<file path="src/rtl/tpu_pkg.sv">
// Shared opcode, state and control-word definitions for the TPU instruction sequencer.
package tpu_pkg;

    typedef enum logic [2:0] {
        OpRhm  = 3'd0,
        OpLw   = 3'd1,
        OpLs   = 3'd2,
        OpMm   = 3'd3,
        OpWhm  = 3'd4,
        OpNop  = 3'd5,
        OpIll6 = 3'd6,
        OpIll7 = 3'd7
    } opcode_t;

    typedef logic [3:0] state_t;

    localparam state_t StIdle       = 4'd0;
    localparam state_t StDecode     = 4'd1;
    localparam state_t StRhm        = 4'd2;
    localparam state_t StLw         = 4'd3;
    localparam state_t StLwWait     = 4'd4;
    localparam state_t StLs         = 4'd5;
    localparam state_t StLsWait     = 4'd6;
    localparam state_t StResultWait = 4'd7;
    localparam state_t StMmResult   = 4'd8;
    localparam state_t StWhm        = 4'd9;

    localparam logic [11:0] CtrlIdle       = 12'h000;
    localparam logic [11:0] CtrlRhm        = 12'h580;
    localparam logic [11:0] CtrlLw         = 12'h240;
    localparam logic [11:0] CtrlLwWait     = 12'h020;
    localparam logic [11:0] CtrlLs         = 12'h210;
    localparam logic [11:0] CtrlLsWait     = 12'h00C;
    localparam logic [11:0] CtrlResultWait = 12'h00D;
    localparam logic [11:0] CtrlMmResult   = 12'h182;
    localparam logic [11:0] CtrlWhm        = 12'hA00;

    function automatic logic [11:0] ctrl_for_state(state_t s);
        case (s)
            StRhm:        return CtrlRhm;
            StLw:         return CtrlLw;
            StLwWait:     return CtrlLwWait;
            StLs:         return CtrlLs;
            StLsWait:     return CtrlLsWait;
            StResultWait: return CtrlResultWait;
            StMmResult:   return CtrlMmResult;
            StWhm:        return CtrlWhm;
            default:      return CtrlIdle;
        endcase
    endfunction

endpackage

</file>
<file path="src/rtl/tpu_sequencer_if.sv">
// Host instruction push handshake: opcode in [AW+2:AW], address in [AW-1:0].
interface tpu_sequencer_if #(
    parameter int unsigned AW = 3
);
    logic          instr_valid;
    logic [AW+2:0] instr_data;
    logic          instr_ready;

    modport master (output instr_valid, output instr_data, input instr_ready);
    modport slave  (input instr_valid, input instr_data, output instr_ready);
endinterface

</file>
<file path="src/rtl/tpu_instr_fifo.sv">
// Instruction queue: power-of-two ring buffer with synchronous flush that wins over push/pop.
module tpu_instr_fifo #(
    parameter int unsigned WIDTH = 6,
    parameter int unsigned DEPTH = 4
) (
    input  logic                     clk,
    input  logic                     rst_n,
    input  logic                     push,
    input  logic                     pop,
    input  logic                     flush,
    input  logic [WIDTH-1:0]         din,
    output logic [WIDTH-1:0]         dout,
    output logic                     full,
    output logic                     empty,
    output logic [$clog2(DEPTH):0]   level
);
    localparam int unsigned PW = $clog2(DEPTH);
    localparam logic [PW:0] FullLevel = (PW+1)'(DEPTH);

    logic [WIDTH-1:0] mem [DEPTH];
    logic [PW-1:0]    wr_ptr_q, rd_ptr_q;
    logic [PW:0]      level_q;
    logic             do_push, do_pop;

    assign do_push = push && !full && !flush;
    assign do_pop  = pop && !empty && !flush;

    always_ff @(posedge clk or negedge rst_n) begin
        if (!rst_n) begin
            wr_ptr_q <= '0;
            rd_ptr_q <= '0;
            level_q  <= '0;
        end else if (flush) begin
            wr_ptr_q <= '0;
            rd_ptr_q <= '0;
            level_q  <= '0;
        end else begin
            if (do_push) wr_ptr_q <= wr_ptr_q + 1'b1;
            if (do_pop)  rd_ptr_q <= rd_ptr_q + 1'b1;
            if (do_push && !do_pop) begin
                level_q <= level_q + 1'b1;
            end else if (do_pop && !do_push) begin
                level_q <= level_q - 1'b1;
            end
        end
    end

    always_ff @(posedge clk) begin
        if (do_push) mem[wr_ptr_q] <= din;
    end

    assign dout  = mem[rd_ptr_q];
    assign full  = (level_q == FullLevel);
    assign empty = (level_q == '0);
    assign level = level_q;
endmodule

</file>
<file path="src/rtl/tpu_sequencer.sv">
// TPU instruction sequencer: queues host instructions and steps the datapath control word.
// Define TPU_SEQ_PERF_EN to build the saturating MM-count and busy-cycle counters.
module tpu_sequencer
    import tpu_pkg::*;
#(
    parameter int unsigned N      = 4,
    parameter int unsigned K      = 8,
    parameter int unsigned QDEPTH = 4,
    localparam int unsigned AW    = $clog2(K),
    localparam int unsigned QW    = $clog2(QDEPTH) + 1
) (
    input  logic                  clk,
    input  logic                  rst_n,
    tpu_sequencer_if.slave        host,
    input  logic                  flush,
    input  logic                  err_clr,
    output logic [11:0]           ctrl,
    output logic [AW-1:0]         instr_addr,
    output logic                  busy,
    output logic                  done,
    output logic                  err_illegal,
    output logic [QW-1:0]         q_level,
    output logic [31:0]           perf_mm_cnt,
    output logic [31:0]           perf_busy_cyc
);
    localparam int unsigned IW = AW + 3;
    localparam int unsigned CW = $clog2(2 * N) + 1;
    localparam logic [CW-1:0] WaitN  = CW'(N - 1);
    localparam logic [CW-1:0] Wait2N = CW'(2 * N - 1);

    logic [IW-1:0] head;
    logic          fifo_full, fifo_empty, pop;
    state_t        state_q, state_d;
    opcode_t       op_q;
    logic [AW-1:0] addr_q;
    logic [CW-1:0] cnt_q, cnt_d;
    logic          done_q, done_d, err_q, err_d;

    // A flush in the same cycle suppresses the pop so nothing stale starts executing.
    assign pop              = (state_q == StIdle) && !fifo_empty && !flush;
    assign host.instr_ready = !fifo_full;

    tpu_instr_fifo #(
        .WIDTH(IW),
        .DEPTH(QDEPTH)
    ) u_fifo (
        .clk   (clk),
        .rst_n (rst_n),
        .push  (host.instr_valid),
        .pop   (pop),
        .flush (flush),
        .din   (host.instr_data),
        .dout  (head),
        .full  (fifo_full),
        .empty (fifo_empty),
        .level (q_level)
    );

    always_comb begin
        state_d = state_q;
        cnt_d   = cnt_q;
        done_d  = 1'b0;
        err_d   = err_q && !err_clr;
        case (state_q)
            StIdle: if (pop) state_d = StDecode;
            StDecode: begin
                case (op_q)
                    OpRhm: state_d = StRhm;
                    OpLw:  state_d = StLw;
                    OpLs:  state_d = StLs;
                    OpWhm: state_d = StWhm;
                    OpMm: begin
                        state_d = StLsWait;
                        cnt_d   = WaitN;
                    end
                    OpNop: begin
                        state_d = StIdle;
                        done_d  = 1'b1;
                    end
                    default: begin
                        state_d = StIdle;
                        err_d   = 1'b1;
                    end
                endcase
            end
            StRhm, StLs, StWhm, StMmResult: begin
                state_d = StIdle;
                done_d  = 1'b1;
            end
            StLw: begin
                state_d = StLwWait;
                cnt_d   = WaitN;
            end
            StLwWait: begin
                if (cnt_q == '0) begin
                    state_d = StIdle;
                    done_d  = 1'b1;
                end else begin
                    cnt_d = cnt_q - 1'b1;
                end
            end
            StLsWait: begin
                if (cnt_q == '0) begin
                    state_d = StResultWait;
                    cnt_d   = Wait2N;
                end else begin
                    cnt_d = cnt_q - 1'b1;
                end
            end
            StResultWait: begin
                if (cnt_q == '0) state_d = StMmResult;
                else             cnt_d   = cnt_q - 1'b1;
            end
            default: state_d = StIdle;
        endcase
    end

    always_ff @(posedge clk or negedge rst_n) begin
        if (!rst_n) begin
            state_q <= StIdle;
            cnt_q   <= '0;
            op_q    <= OpRhm;
            addr_q  <= '0;
            done_q  <= 1'b0;
            err_q   <= 1'b0;
        end else begin
            state_q <= state_d;
            cnt_q   <= cnt_d;
            done_q  <= done_d;
            err_q   <= err_d;
            if (pop) begin
                op_q   <= opcode_t'(head[IW-1:AW]);
                addr_q <= head[AW-1:0];
            end
        end
    end

    assign ctrl        = ctrl_for_state(state_q);
    assign busy        = (state_q != StIdle);
    assign instr_addr  = busy ? addr_q : '0;
    assign done        = done_q;
    assign err_illegal = err_q;

`ifdef TPU_SEQ_PERF_EN
    logic [31:0] mm_cnt_q, busy_cyc_q;

    always_ff @(posedge clk or negedge rst_n) begin
        if (!rst_n) begin
            mm_cnt_q   <= '0;
            busy_cyc_q <= '0;
        end else begin
            if (state_d == StMmResult && state_q != StMmResult && mm_cnt_q != '1) begin
                mm_cnt_q <= mm_cnt_q + 32'd1;
            end
            if (busy && busy_cyc_q != '1) busy_cyc_q <= busy_cyc_q + 32'd1;
        end
    end

    assign perf_mm_cnt   = mm_cnt_q;
    assign perf_busy_cyc = busy_cyc_q;
`else
    assign perf_mm_cnt   = '0;
    assign perf_busy_cyc = '0;
`endif
endmodule

</file>
<file path="src/flat_wrapper.sv">
// flat-port wrapper written by rule: the top's interface ports become plain ports
module tpu_sequencer_flat import tpu_pkg::*;
#(
    parameter int unsigned N      = 4,
    parameter int unsigned K      = 8,
    parameter int unsigned QDEPTH = 4,
    localparam int unsigned AW    = $clog2(K),
    localparam int unsigned QW    = $clog2(QDEPTH) + 1
)
  (clk, rst_n, flush, err_clr, ctrl, instr_addr, busy, done, err_illegal, q_level, perf_mm_cnt, perf_busy_cyc, host_instr_valid, host_instr_data, host_instr_ready);
  tpu_sequencer_if #(.AW((3))) host_i ();
  input  logic clk;
  input  logic rst_n;
  input  logic flush;
  input  logic err_clr;
  output logic [11:0] ctrl;
  output logic [AW-1:0] instr_addr;
  output logic busy;
  output logic done;
  output logic err_illegal;
  output logic [QW-1:0] q_level;
  output logic [31:0] perf_mm_cnt;
  output logic [31:0] perf_busy_cyc;
  input wire logic [$bits(host_i.instr_valid)-1:0] host_instr_valid;
  input wire logic [$bits(host_i.instr_data)-1:0] host_instr_data;
  output wire logic [$bits(host_i.instr_ready)-1:0] host_instr_ready;
  assign host_i.instr_valid = host_instr_valid;
  assign host_i.instr_data = host_instr_data;
  assign host_instr_ready = host_i.instr_ready;
  tpu_sequencer #(.N(N), .K(K), .QDEPTH(QDEPTH)) u_core (.clk(clk), .rst_n(rst_n), .host(host_i), .flush(flush), .err_clr(err_clr), .ctrl(ctrl), .instr_addr(instr_addr), .busy(busy), .done(done), .err_illegal(err_illegal), .q_level(q_level), .perf_mm_cnt(perf_mm_cnt), .perf_busy_cyc(perf_busy_cyc));
endmodule
</file>
<file path="config.mk">
export PLATFORM = sky130hd
export DESIGN_NAME = tpu_sequencer_flat
export DESIGN_NICKNAME = d
export VERILOG_FILES = /design/src/rtl/tpu_pkg.sv /design/src/rtl/tpu_sequencer_if.sv /design/src/rtl/tpu_instr_fifo.sv /design/src/rtl/tpu_sequencer.sv /design/src/flat_wrapper.sv
export SDC_FILE = /design/constraint.sdc
export NUM_CORES = 1
export LEC_CHECK = 0
export BUFFER_PORTS_ARGS = -buffer_cell sky130_fd_sc_hd__buf_2
export CELL_PAD_IN_SITES_DETAIL_PLACEMENT = 0
export CELL_PAD_IN_SITES_GLOBAL_PLACEMENT = 1
export CORE_ASPECT_RATIO = 1.25
export CORE_MARGIN = 2
export CORE_UTILIZATION = 30
export DETAILED_ROUTE_END_ITERATION = 16
export PLACE_DENSITY_LB_ADDON = 0.1
export SYNTH_ARGS = -nofsm -noshare
export SYNTH_HDL_FRONTEND = slang
export SYNTH_SLANG_ARGS = --single-unit
</file>
<file path="constraint.sdc">
create_clock -name clk -period 3.6 [get_ports clk]
set_input_delay 0.54 -clock clk [delete_from_list [all_inputs] [get_ports clk]]
set_output_delay 0.54 -clock clk [all_outputs]
set_load 0.02 [all_outputs]
</file>
==> flow_summary_export.csv <==
group,metric,value,unit
finish,stdcell_count,429,
timing,maxSlewViolCount,0,
pwr,vdd_drop_max,0.000357,V
timing,skew,0.00672,ns
cts,ctsHtreeMaxLevel,2,
cts,cts_tree,"done",
route,route.vias.total,1826,
global_routing,grt_pass1_vias,1732,
cts,postCtsSetupBuffers,0,
yosys,synth_top_area_share,24.6,%
cts,cts.path.max_buffers,2,
cts,clk-insertion-delay-late,0.30,ns
timing,setup_viol,0,
worst_hold_path,hp-class,"in -> async",
route,wl,5810,microns
yosys,synth_ff_type,"edfxtp_1",
timing,rsz0062_at_grt,"false",
timing,holdWs,0.234,ns
yosys,ys_seq_area_share,44.3,%
global_routing,use_met1,13.5,%
yosys,yosys.area.top_type,"edfxtp_1",
yosys,synth_enable_flop_cells,24,
placed_design,dp_hpwl,4270,microns
worst_setup_path,cp_max_fo,16,
timing,tns,0,ns
die,core_area,9560,sq um
yosys,synth-xor-area-share,1.20,%
timing,fin_crit_sh,70.8,%
placed_design,gp_congestion,0.683,
pwr,leakage,1.39,nW
finish,nets,319,
yosys,synth_fa_ha_area_share,2.82,%
route,via_per_inst,4.26,
yosys,synthDistinctLibCells,53,
cts,cts_made_buffers,5,
global_routing,grt_first_pass_wirelength,9160,microns
die,chipWidth,92.4,microns
yosys,synth_top_family_by_area,"buffers and inverters",
die,rows,40,
finish,final_util,32.6,%
worst_setup_path,critPathCaptureType,"register",
flow_run,drv_cap,0,
finish,diodes,0,
route,dr.pass1.iters,4,
yosys,synth.top_cells.by_count,"buf_4 (66), edfxtp_1 (24), dfrtp_1 (23), nor2_1 (14), inv_1 (13)",
die,dieHeight,114,microns
global_routing,met2_usage,19.5,%
cts,cts_num_sinks,47,
global_routing,antenna_found_initial,0,
cts,cts_hold_buf,0,
worst_setup_path,crit_path_start_kind,"register",
timing,worstMarginPinSlew,0.583,ns
route,ant_nets,0,
timing,max_slew_margin,61.2,%
route,drt-initial-drc-count,31,
yosys,synth_area_leaders,"edfxtp_1 (25%), dfrtp_1 (20%), buf_4 (17%), mux4_2 (4.6%), ha_1 (2.1%)",
pwr,total_power,2.38,mW
yosys,synthesis.area,2930,sq um
timing,max_freq,392,MHz
yosys,ys_warn_count,0,
placed_design,io_buffers,32,
finish,area_growth,6.32,%
finish,drive_gt1_share,21.1,%
yosys,avgSynthCellArea,10.7,sq um
yosys,synth_compound_area_share,8.97,%
yosys,yosys.area_share.simple,15.2,%
cts,cts.clk_slew.worst_paths,0.08,ns
die,die-area,10600,sq um
cts,cts_resized,0,
route,drc,0,
global_routing,grtUsageMet3,2.44,%
worst_setup_path,required,3.79,ns
die,ios,97,
worst_setup_path,path_class,"reg -> reg",
placed_design,dp_cells,421,
route,drt-wirelength-per-cell,13.5,microns
yosys,netlist_instances,273,
pwr,p_per_area,765,nW/um^2
timing,hold_violations,0,
yosys,synthMuxAreaShare,6.88,%
die,initial_core_util,30.6,%
cts,cts-root-buf,"clkbuf_16",
outcome,status,"finished clean",
worst_setup_path,worstPathArrival,2.74,ns
yosys,yosysMostFrequentCell,"buf_4",
global_routing,busiest_layer,"met2",
global_routing,grt_max_degree,24,
global_routing,grt_overflow_total,0,
yosys,ys_ff_latch,47,
yosys,async_flop_share,48.9,%
global_routing,grt_usage,11.3,%
worst_setup_path,reg2reg_slack,1.05,ns
timing,post-route-min-period,2.55,ns
## power by group
part | switching [mW] | internal, mW
registers | 0.133 | 0.685
clock network | 0.235 | 0.270
logic | 0.632 | 0.427
## cell type report
type                       instances  area [sq um]
clock inverter                     3          31.3
fill                             971          6440
tap                              126           158
clock buffer                       5           125
multi-input combinational        199          1270
sequential                        47          1300
inverter                          14          52.6
timing repair buffer              35           183
## worst max-delay path: stages (launching register included)
cell and delay, ns:
dfrtp_1 0.57, nor4_4 0.38, inv_2 0.18, nor2_1 0.19, nor3_1 0.08, fa_1 0.43
nand2b_1 0.16, mux2_2 0.26, o22ai_1 0.11, a21oi_1 0.08
## sequential cells by signal, indices dropped and copies added (netlist names)
signal                  count
u_core.addr_q               3
u_core.cnt_q                4
u_core.done                 1
u_core.err_illegal          1
u_core.op_q                 3
u_core.state_q              4
u_core.u_fifo.level         3
u_core.u_fifo.mem          24
u_core.u_fifo.rd_ptr_q      2
u_core.u_fifo.wr_ptr_q      2
## metrics by stage
step	worst slack, ns	area (sq um)
global placement	1.07	2960
finish	1.05	3110
global route	0.858	3110
CTS	1.03	3110
detailed placement	1.05	2960
floorplan	1.13	3170
## kinds of logic after synthesis
| kind of cell | Yosys count |
|---|---|
| AO/OA/AOI/OAI | 39 |
| XOR/XNOR | 4 |
| adder cells (fa/ha/maj) | 6 |
| buffers and inverters | 90 |
| flip-flops | 47 |
| multiplexers | 12 |
| other | 1 |
| AND/OR/NAND/NOR | 74 |
## routing by layer
layer	part of all wire, %	vias to the layer above
met2	52	40
li1	-	887
met3	3.3	7
met1	43	892
met5	0	-
met4	1.8	0
## cell usage in the layout (no fill, tap or decap), types with 5 or more instances in the layout
cell       instances
nor3_1             7
dfrtp_1           23
nor2_1            14
nor3b_1            7
clkbuf_16          5
o21ai_0           11
mux2_2             5
nand2_1           10
and2_1             7
conb_1            64
inv_1             13
a21oi_1            7
mux4_2             6
edfxtp_1          24
ha_1               5
nand2b_1           5
buf_2             32
nand3_1            7
## worst paths after layout
kind	cells after the start	start	end
setup / recovery	9	u_core.state_q[3]	u_core.u_fifo.level[2]
hold / removal	1	rst_n	u_core.cnt_q[3]
setup reg to reg	9	u_core.state_q[3]	u_core.u_fifo.level[2]
hold reg to reg	1	u_core.addr_q[2]	u_core.addr_q[2]
max in group asynchronous	1	rst_n	u_core.u_fifo.level[0]
min in group clk	2	err_clr	u_core.err_illegal
Power figures use the tool's default switching activity.
